## config.mk

```make
export PLATFORM = sky130hd
export DESIGN_NAME = sw_cell_seq
export DESIGN_NICKNAME = d
export VERILOG_FILES = /design/src/rtl/sra_pkg.sv /design/src/rtl/sw_cell_seq_au.sv /design/src/rtl/sw_cell_seq.sv
export SDC_FILE = /design/constraint.sdc
export NUM_CORES = 1
export LEC_CHECK = 0
export ABC_CLOCK_PERIOD_IN_PS = 5200
export BUFFER_PORTS_ARGS = -buffer_cell sky130_fd_sc_hd__buf_2
export CAP_MARGIN = 20
export CORE_AREA = 5 5 153 155
export DETAILED_ROUTE_END_ITERATION = 10
export DIE_AREA = 0 0 158 160
export SLEW_MARGIN = 30
export SYNTH_ARGS = -nofsm -noshare
export SYNTH_HDL_FRONTEND = slang
export SYNTH_SLANG_ARGS = --single-unit
```

## constraint.sdc

```tcl
create_clock -name clk -period 5.2 [get_ports clk]
set_input_delay 0.52 -clock clk [delete_from_list [all_inputs] [get_ports clk]]
set_output_delay 0.52 -clock clk [all_outputs]
set_load 0.05 [all_outputs]
```

## src/rtl/sra_pkg.sv

```systemverilog
// Shared constants for the Smith-Waterman cell sequencer.
// - AU control encodings (the AU treats ctrl[1]=1 as max regardless of ctrl[0])
// - FSM state encodings, one AU operation per busy state
// - Default substitution and gap scores
package sra_pkg;

    localparam logic [1:0] AU_SUB = 2'b00;
    localparam logic [1:0] AU_ADD = 2'b01;
    localparam logic [1:0] AU_MAX = 2'b10;

    localparam logic [2:0] ST_IDLE = 3'd0;
    localparam logic [2:0] ST_S1   = 3'd1;
    localparam logic [2:0] ST_S2   = 3'd2;
    localparam logic [2:0] ST_S3   = 3'd3;
    localparam logic [2:0] ST_S4   = 3'd4;
    localparam logic [2:0] ST_S5   = 3'd5;
    localparam logic [2:0] ST_S6   = 3'd6;
    localparam logic [2:0] ST_DONE = 3'd7;

    localparam int DEF_MATCH    = 2;
    localparam int DEF_MISMATCH = -1;
    localparam int DEF_GAP      = 1;

endpackage

```

## src/rtl/sw_cell_seq_au.sv

```systemverilog
// Arithmetic unit shared by all steps of one cell computation.
// Ports:
//   ctrl  in  2      operation select (00 sub, 01 add, 1x max)
//   InA   in  msb+1  operand A
//   InB   in  msb+1  operand B
//   Out   out msb+1  result; add/sub wrap, max picks A on ties
module sw_cell_seq_au
    import sra_pkg::*;
#(
    parameter int msb = 15
) (
    input  logic [1:0]   ctrl,
    input  logic [msb:0] InA,
    input  logic [msb:0] InB,
    output logic [msb:0] Out
);

    logic [msb:0] diff;
    assign diff = InA - InB;

    always_comb begin
        Out = diff;
        if (ctrl[1]) begin
            // Sign of the wrapped difference decides; exact only while
            // operands stay well inside the signed range.
            Out = diff[msb] ? InB : InA;
        end else if (ctrl == AU_ADD) begin
            Out = InA + InB;
        end
    end

endmodule

```

## src/rtl/sw_cell_seq.sv

```systemverilog
// Sequencer computing one Smith-Waterman cell score
//   H = max(0, diag+s, up-GAP, left-GAP), s = match ? MATCH : MISMATCH
// on a single AU, one AU operation per state (S1..S6), result held in DONE.
// Ports:
//   clk, rst_n            clock (rising edge), async active-low reset
//   in_valid / in_ready   operand handshake (diag_i, up_i, left_i, match_i)
//   out_valid / out_ready result handshake (h_o)
module sw_cell_seq
    import sra_pkg::*;
#(
    parameter int MSB      = 15,
    parameter int MATCH    = DEF_MATCH,
    parameter int MISMATCH = DEF_MISMATCH,
    parameter int GAP      = DEF_GAP
) (
    input  logic         clk,
    input  logic         rst_n,
    input  logic         in_valid,
    output logic         in_ready,
    input  logic [MSB:0] diag_i,
    input  logic [MSB:0] up_i,
    input  logic [MSB:0] left_i,
    input  logic         match_i,
    output logic         out_valid,
    input  logic         out_ready,
    output logic [MSB:0] h_o
);

    localparam logic [MSB:0] MATCH_V    = (MSB+1)'(MATCH);
    localparam logic [MSB:0] MISMATCH_V = (MSB+1)'(MISMATCH);
    localparam logic [MSB:0] GAP_V      = (MSB+1)'(GAP);

    logic [2:0]   state, state_nxt;
    logic [MSB:0] diag, up, left, acc, tmp;
    logic         match;
    logic         accept;

    logic [1:0]   ctrl;
    logic [1:0]   sel_a, sel_b;
    logic [MSB:0] au_a, au_b, au_out;

    assign in_ready  = (state == ST_IDLE) | ((state == ST_DONE) & out_ready);
    assign accept    = in_valid & in_ready;
    assign out_valid = (state == ST_DONE);

    // Per-state operand selects: A from {diag,up,left,acc}, B from {s,GAP,tmp,0}.
    always_comb begin
        ctrl  = AU_SUB;
        sel_a = 2'd3;
        sel_b = 2'd3;
        case (state)
            ST_S1:   begin ctrl = AU_ADD; sel_a = 2'd0; sel_b = 2'd0; end
            ST_S2:   begin ctrl = AU_SUB; sel_a = 2'd1; sel_b = 2'd1; end
            ST_S3:   begin ctrl = AU_MAX; sel_a = 2'd3; sel_b = 2'd2; end
            ST_S4:   begin ctrl = AU_SUB; sel_a = 2'd2; sel_b = 2'd1; end
            ST_S5:   begin ctrl = AU_MAX; sel_a = 2'd3; sel_b = 2'd2; end
            ST_S6:   begin ctrl = AU_MAX; sel_a = 2'd3; sel_b = 2'd3; end
            default: ;
        endcase
    end

    always_comb begin
        case (sel_a)
            2'd0:    au_a = diag;
            2'd1:    au_a = up;
            2'd2:    au_a = left;
            default: au_a = acc;
        endcase
        case (sel_b)
            2'd0:    au_b = match ? MATCH_V : MISMATCH_V;
            2'd1:    au_b = GAP_V;
            2'd2:    au_b = tmp;
            default: au_b = '0;
        endcase
    end

    sw_cell_seq_au #(.msb(MSB)) u_au (
        .ctrl (ctrl),
        .InA  (au_a),
        .InB  (au_b),
        .Out  (au_out)
    );

    always_comb begin
        state_nxt = state;
        case (state)
            ST_IDLE: if (accept) state_nxt = ST_S1;
            ST_DONE: if (out_ready) state_nxt = in_valid ? ST_S1 : ST_IDLE;
            default: state_nxt = state + 3'd1;  // S1..S5 step, S6 -> DONE
        endcase
    end

    always_ff @(posedge clk or negedge rst_n) begin
        if (!rst_n) begin
            state <= ST_IDLE;
            diag  <= '0;
            up    <= '0;
            left  <= '0;
            match <= 1'b0;
            acc   <= '0;
            tmp   <= '0;
            h_o   <= '0;
        end else begin
            state <= state_nxt;
            if (accept) begin
                diag  <= diag_i;
                up    <= up_i;
                left  <= left_i;
                match <= match_i;
            end
            if (state == ST_S1 || state == ST_S3 || state == ST_S5) acc <= au_out;
            if (state == ST_S2 || state == ST_S4) tmp <= au_out;
            // h_o only changes here, so it holds through DONE and the next cell.
            if (state == ST_S6) h_o <= au_out;
        end
    end

endmodule

```

Yosys cells after proc, flatten, opt, wreduce, memory -nomap -nowiden
Cells that the tools add are included.

cells by class
  add/subtract/negate cells = 3
  $mul = 0
  div/mod/pow operators = 0
  order comparisons = 0
  equal/unequal tests = 14
  shifts and indexed selects = 0
  mux-type cells = 13
  bitwise gates (word level) = 3
  reduce and logical (&&, ||, !) cells = 10

operator list
  kind                                                                   count
  16-bit case mux with 3 select lines                                    2
  16-bit 2-to-1 mux                                                      4
  16-bit adder                                                           1
  16-bit subtractor                                                      1
  3-bit equality test, second input constant                             4
  2-bit case mux with 3 select lines                                     2
  2-bit by 1-bit equality test with 1-bit output, second input constant  3
  3-bit by 2-bit equality test with 1-bit output, second input constant  2
  3-bit 2-to-1 mux                                                       2
  3-bit case mux with 2 select lines                                     1
  2-bit equality test, second input constant                             2
  2-bit zero test                                                        2
  2-bit case mux with 2 select lines                                     1
  2-bit OR reduction                                                     2
  3-bit by 1-bit adder with 3-bit output, second input constant          1
  3-bit by 1-bit equality test with 1-bit output, second input constant  1
  3-bit zero test                                                        1
  1-bit logical OR                                                       3
  3-bit OR reduction                                                     1
  1-bit AND                                                              2
  2-bit by 1-bit != test with 1-bit output, second input constant        1
  2-bit != test, second input constant                                   1
  2-bit AND reduction                                                    1
  1-bit 2-to-1 mux                                                       1
  1-bit bitwise OR                                                       1

storage, ports and cells
  register bits after elaboration = 100
  bits in latches = 0
  RAM bits = 0
  bits in read-only memories = 0
  output and inout port bits = 18
  word-level logic and storage cells = 51
  memories kept = 0

Depth between registers and ports, before layout
  word-level depth = 8
  depth in mapped cells = 19

By module
From an unflattened synthesis, not the netlist that was laid out.

second synthesis, totals
  cell total of the unflattened synthesis = 584
  area, all modules = 6,466.2 um^2

by module, submodules not included
  module          instances  cells each  area each (um^2)  seq. area each (um^2)
  sw_cell_seq     1          315         4,558.1           2,502.4
  sw_cell_seq_au  1          269         1,908.1           0.0

Worst setup path before layout
Ideal clock, no wire load.

  kind = register to register
  from = register state[0]
  to = register acc[15]
  arrival time = 3.918 ns
  slack = 1.144 ns
  stages on the path, launching flop included = 17
  clock period less this slack = 4.056 ns
  cells stage by stage = dfrtp_1 -> inv_1 -> ha_1 -> nor3b_2 -> nor3b_2 -> clkbuf_1 -> a21oi_1 -> ha_1 -> buf_6 -> or4_4 -> or4_1 -> a21oi_1 -> nor3_1 -> o21ai_1 -> a21oi_1 -> a221oi_1 -> a31oi_1

between the ends
  longest elaborated chain between the ends = 8
  elaborated cells between the ends (all ways) = 28
  classes of those cells = add/sub: 2; eq/ne: 11; mux: 8; reduce/logical: 7

ends and longest elaborated chain
  element                                                                 line                                        text
  start: declaration                                                      sw_cell_seq.sv:33                           logic [2:0] state, state_nxt;
  start signal: assignment                                                sw_cell_seq.sv:104                          state <= state_nxt;
  3-bit by 2-bit equality test with 1-bit output (tied with other cells)  sw_cell_seq.sv:51, sw_cell_seq.sv:111
  2-bit OR reduction (no source line)                                     --
  2-bit case mux with 3 select lines                                      sw_cell_seq.sv:51                           case (state)
  2-bit equality test (tied with other cells)                             sw_cell_seq.sv:69                           case (sel_b)
  16-bit case mux with 3 select lines                                     sw_cell_seq.sv:69
  16-bit subtractor / 16-bit adder (equally long branches)                sw_cell_seq_au.sv:19, sw_cell_seq_au.sv:28
  16-bit 2-to-1 mux (on tied branches)                                    sw_cell_seq_au.sv:27, sw_cell_seq_au.sv:26
  16-bit 2-to-1 mux                                                       sw_cell_seq_au.sv:23                        if (ctrl[1]) begin
  end signal: assignment                                                  sw_cell_seq.sv:111                          if (state == ST_S1 || state == ST_S3 || state == ST_S5) acc <= au_out;
  end: declaration                                                        sw_cell_seq.sv:34                           logic [MSB:0] diag, up, left, acc, tmp;

Parallel ways exist; a longest one is shown, timed or not.
A chain may end at the register's enable or synchronous reset.

Worst setup path in the final report
  from = register state[1]
  to = register acc[10]

Same word-level chain as after synthesis.

==> flow_metrics.py <==
metrics = {
    "synth": {
        "synth.distinct_cells": 74,
        "postSynthAreaPerCell_sq_um": 9.254,
        "ys_ff_latch": 100,
        "synth_top_cell_by_area": "dfrtp_1",
        "synth_edf_count": 0,
        "async_flop_share_pct": 100.0,
        "synth_area_leaders": "dfrtp_1 (39%), mux2_2 (9.2%), ha_1 (7.0%), a21oi_1 (4.0%), nor2_1 (3.8%)",
        "yosysWarnings": 0,
        "synth_top_area_share_pct": 38.63,
        "synth_area_sq_um": 6477,
        "synth_flop_cell": "dfrtp_1",
        "syn-num-nets": 791,
        "ys_seq_area_share_pct": 38.63,
        "postSynthCellCount": 700,
    },
    "timing": {
        "setup_viol": 0,
        "rsz0062_at_grt": "false",
        "setup-tns-final_ps": 0,
        "report.final.slew_viol_count": 0,
        "clock_skew_ps": 8.656,
        "max_clock_freq_mhz": 207.7,
        "period_needed_ps": 4814,
        "max_slew_margin_pct": 37.49,
        "tightest_slew_ps": 937.6,
        "hold_viol": 0,
        "fin_crit_sh_pct": 92.57,
    },
    "drt": {
        "wl_per_cell_microns": 16.85,
        "vias": 5515,
        "routed_wl_mm": 17.52,
        "via_per_inst": 5.303,
        "initialDrtViolationCount": 447,
        "drt_pass1_iterations": 5,
        "drc": 0,
        "ant_nets": 0,
    },
    "worst_setup_path": {
        "cp_max_fo": 17,
        "r2r-start": "state[1]",
        "reg2reg_depth": 18,
        "rrSetupSlack_ps": 390,
        "r2r_end": "acc[10]",
        "cp.required_ps": 5480,
        "cp-end-kind": "flip-flop",
        "arrival_ps": 5090,
        "worstSetupPathType": "reg2reg",
        "start_kind": "flip-flop",
    },
    "clock_tree": {
        "cts_tree": "done",
        "clk_path_buf_depth": 2,
        "path_clk_slew_ps": 70,
        "htree_levels": 3,
        "clkLatencyLatePin_ps": 350,
        "numCtsBuffers": 9,
        "clock-sinks": 100,
        "root_buffer": "clkbuf_16",
    },
    "global_routing": {
        "grt_usage_pct": 13.95,
        "antenna_found_initial": 0,
        "grt_pass1_wl_mm": 28.79,
        "grt_max_degree": 57,
        "grt_overflow": 0,
        "grt_pass1_vias": 5421,
    },
    "placed_design": {
        "hpwl_mm": 13.23,
        "dp_cells": 1024,
        "io_buffers": 70,
        "gp_congestion": 0.8875,
    },
    "floorplan": {
        "ioPinCount": 71,
        "core_area_sq_um": 21690,
        "die_w_microns": 158,
        "dieArea_sq_um": 25280,
        "die_h_microns": 160,
        "floorplan.initialDensity_pct": 29.87,
        "num_rows": 54,
    },
    "layout": {
        "fin_util_pct": 34.11,
        "final_cells": 1040,
        "fill_cells": 2228,
        "multi_input_area_sq_um": 3647,
        "area_delta_synth_final_pct": 14.22,
        "mostFrequentLayoutCells": "dfrtp_1 (100), buf_2 (69), nor2_1 (66)",
        "antenna_cells": 0,
        "ff_latch_area_sq_um": 2502,
        "nets": 846,
        "layout-drive-gt1-share_pct": 22.76,
        "final_common_cell": "dfrtp_1",
    },
    "status": {
        "status": "completed",
    },
    "run": {
        "drv_cap": 0,
    },
    "hold_path": {
        "hp-class": "in2async",
    },
}
-- critical path, cell delays in order, from the launching register on --
cell      delay (ps)
dfrtp_1          410
inv_1             90
ha_1             370
nor3b_2          220
buf_4            220
nor3b_2          200
buf_4            260
a221o_1          200
ha_1             180
inv_1             50
fa_1             380
or2_2            300
a221oi_1         460
o21ai_0          260
o41ai_1          330
a22oi_1          170
xnor2_1          390
nand3_1          120
nand3_1          110
-- cell usage after synthesis, types with 8 or more instances --
cell type / count
inv_1: 34
a31oi_1: 19
nor2_1: 66
o211ai_1: 9
xnor2_1: 12
ha_1: 36
dfrtp_1: 100
nand2_1: 64
a222oi_1: 8
a21o_1: 11
a21oi_1: 52
mux2_2: 53
clkbuf_1: 22
o21ai_0: 39
nand3_1: 21
nor3_1: 15
-- cell families after synthesis --
kind of cell / share of synthesized area (%)
AO/OA/AOI/OAI: 22.04
XOR/XNOR: 1.893
adder cells (fa/ha/maj): 7.572
buffers and inverters: 5.273
flip-flops: 38.63
multiplexers: 9.523
AND/OR/NAND/NOR: 15.07
-- sequential cells by signal, summed over array words and instances (netlist names) --
register	cells
acc	16
match	1
up	16
tmp	16
h_o	16
diag	16
left	16
state	3
-- stage by stage --
| step | hold slack [ps] | area, sq um | setup WS (ps) |
|---|---|---|---|
| 2_1_floorplan | 224.4 | 6477 | 1144 |
| 3_3_place_gp | 457.5 | 7078 | 567.7 |
| 3_5_place_dp | 467.9 | 7078 | 433.9 |
| 4_1_cts | 181.8 | 7391 | 401.9 |
| 5_1_grt | 213.9 | 7398 | 11.16 |
| 6_report | 160.4 | 7398 | 386.4 |
-- layer usage --
layer	share of wire, %	GRT usage (%)
met5	0	0
met4	1.1	3.567
met3	5.9	2.544
met2	46	21.19
met1	47	20.47
-- repair_timing --
action                                 CTS  global route
resized for setup                        0             1
setup endpoints to repair                0             6
setup buffers                            0             0
endpoints found under the hold margin    0             0
hold buffers                             0             0
-- layout make-up --
type	count	area share (%)
inverter	34	1.725
sequential	100	33.82
tap	280	4.735
timing repair buffer	84	6.190
multi-input combinational	526	49.30
clock buffer	11	3.416
clock inverter	5	0.8118
-- worst max path at each step --
stage / slack [ps] / startpoint / cells after the start / endpoint
final: 390 / state[1] / 18 / acc[10]
after global routing: 10 / state[1] / 16 / h_o[8]
after CTS: 400 / state[0] / 15 / h_o[9]
after floorplan: 1140 / state[0] / 16 / acc[15]
after detailed placement: 430 / state[0] / 16 / h_o[9]
after global placement: 570 / state[0] / 15 / h_o[7]
Power is not shown: default switching activity piles up to over one toggle a cycle in this logic, so the estimate is an artifact.
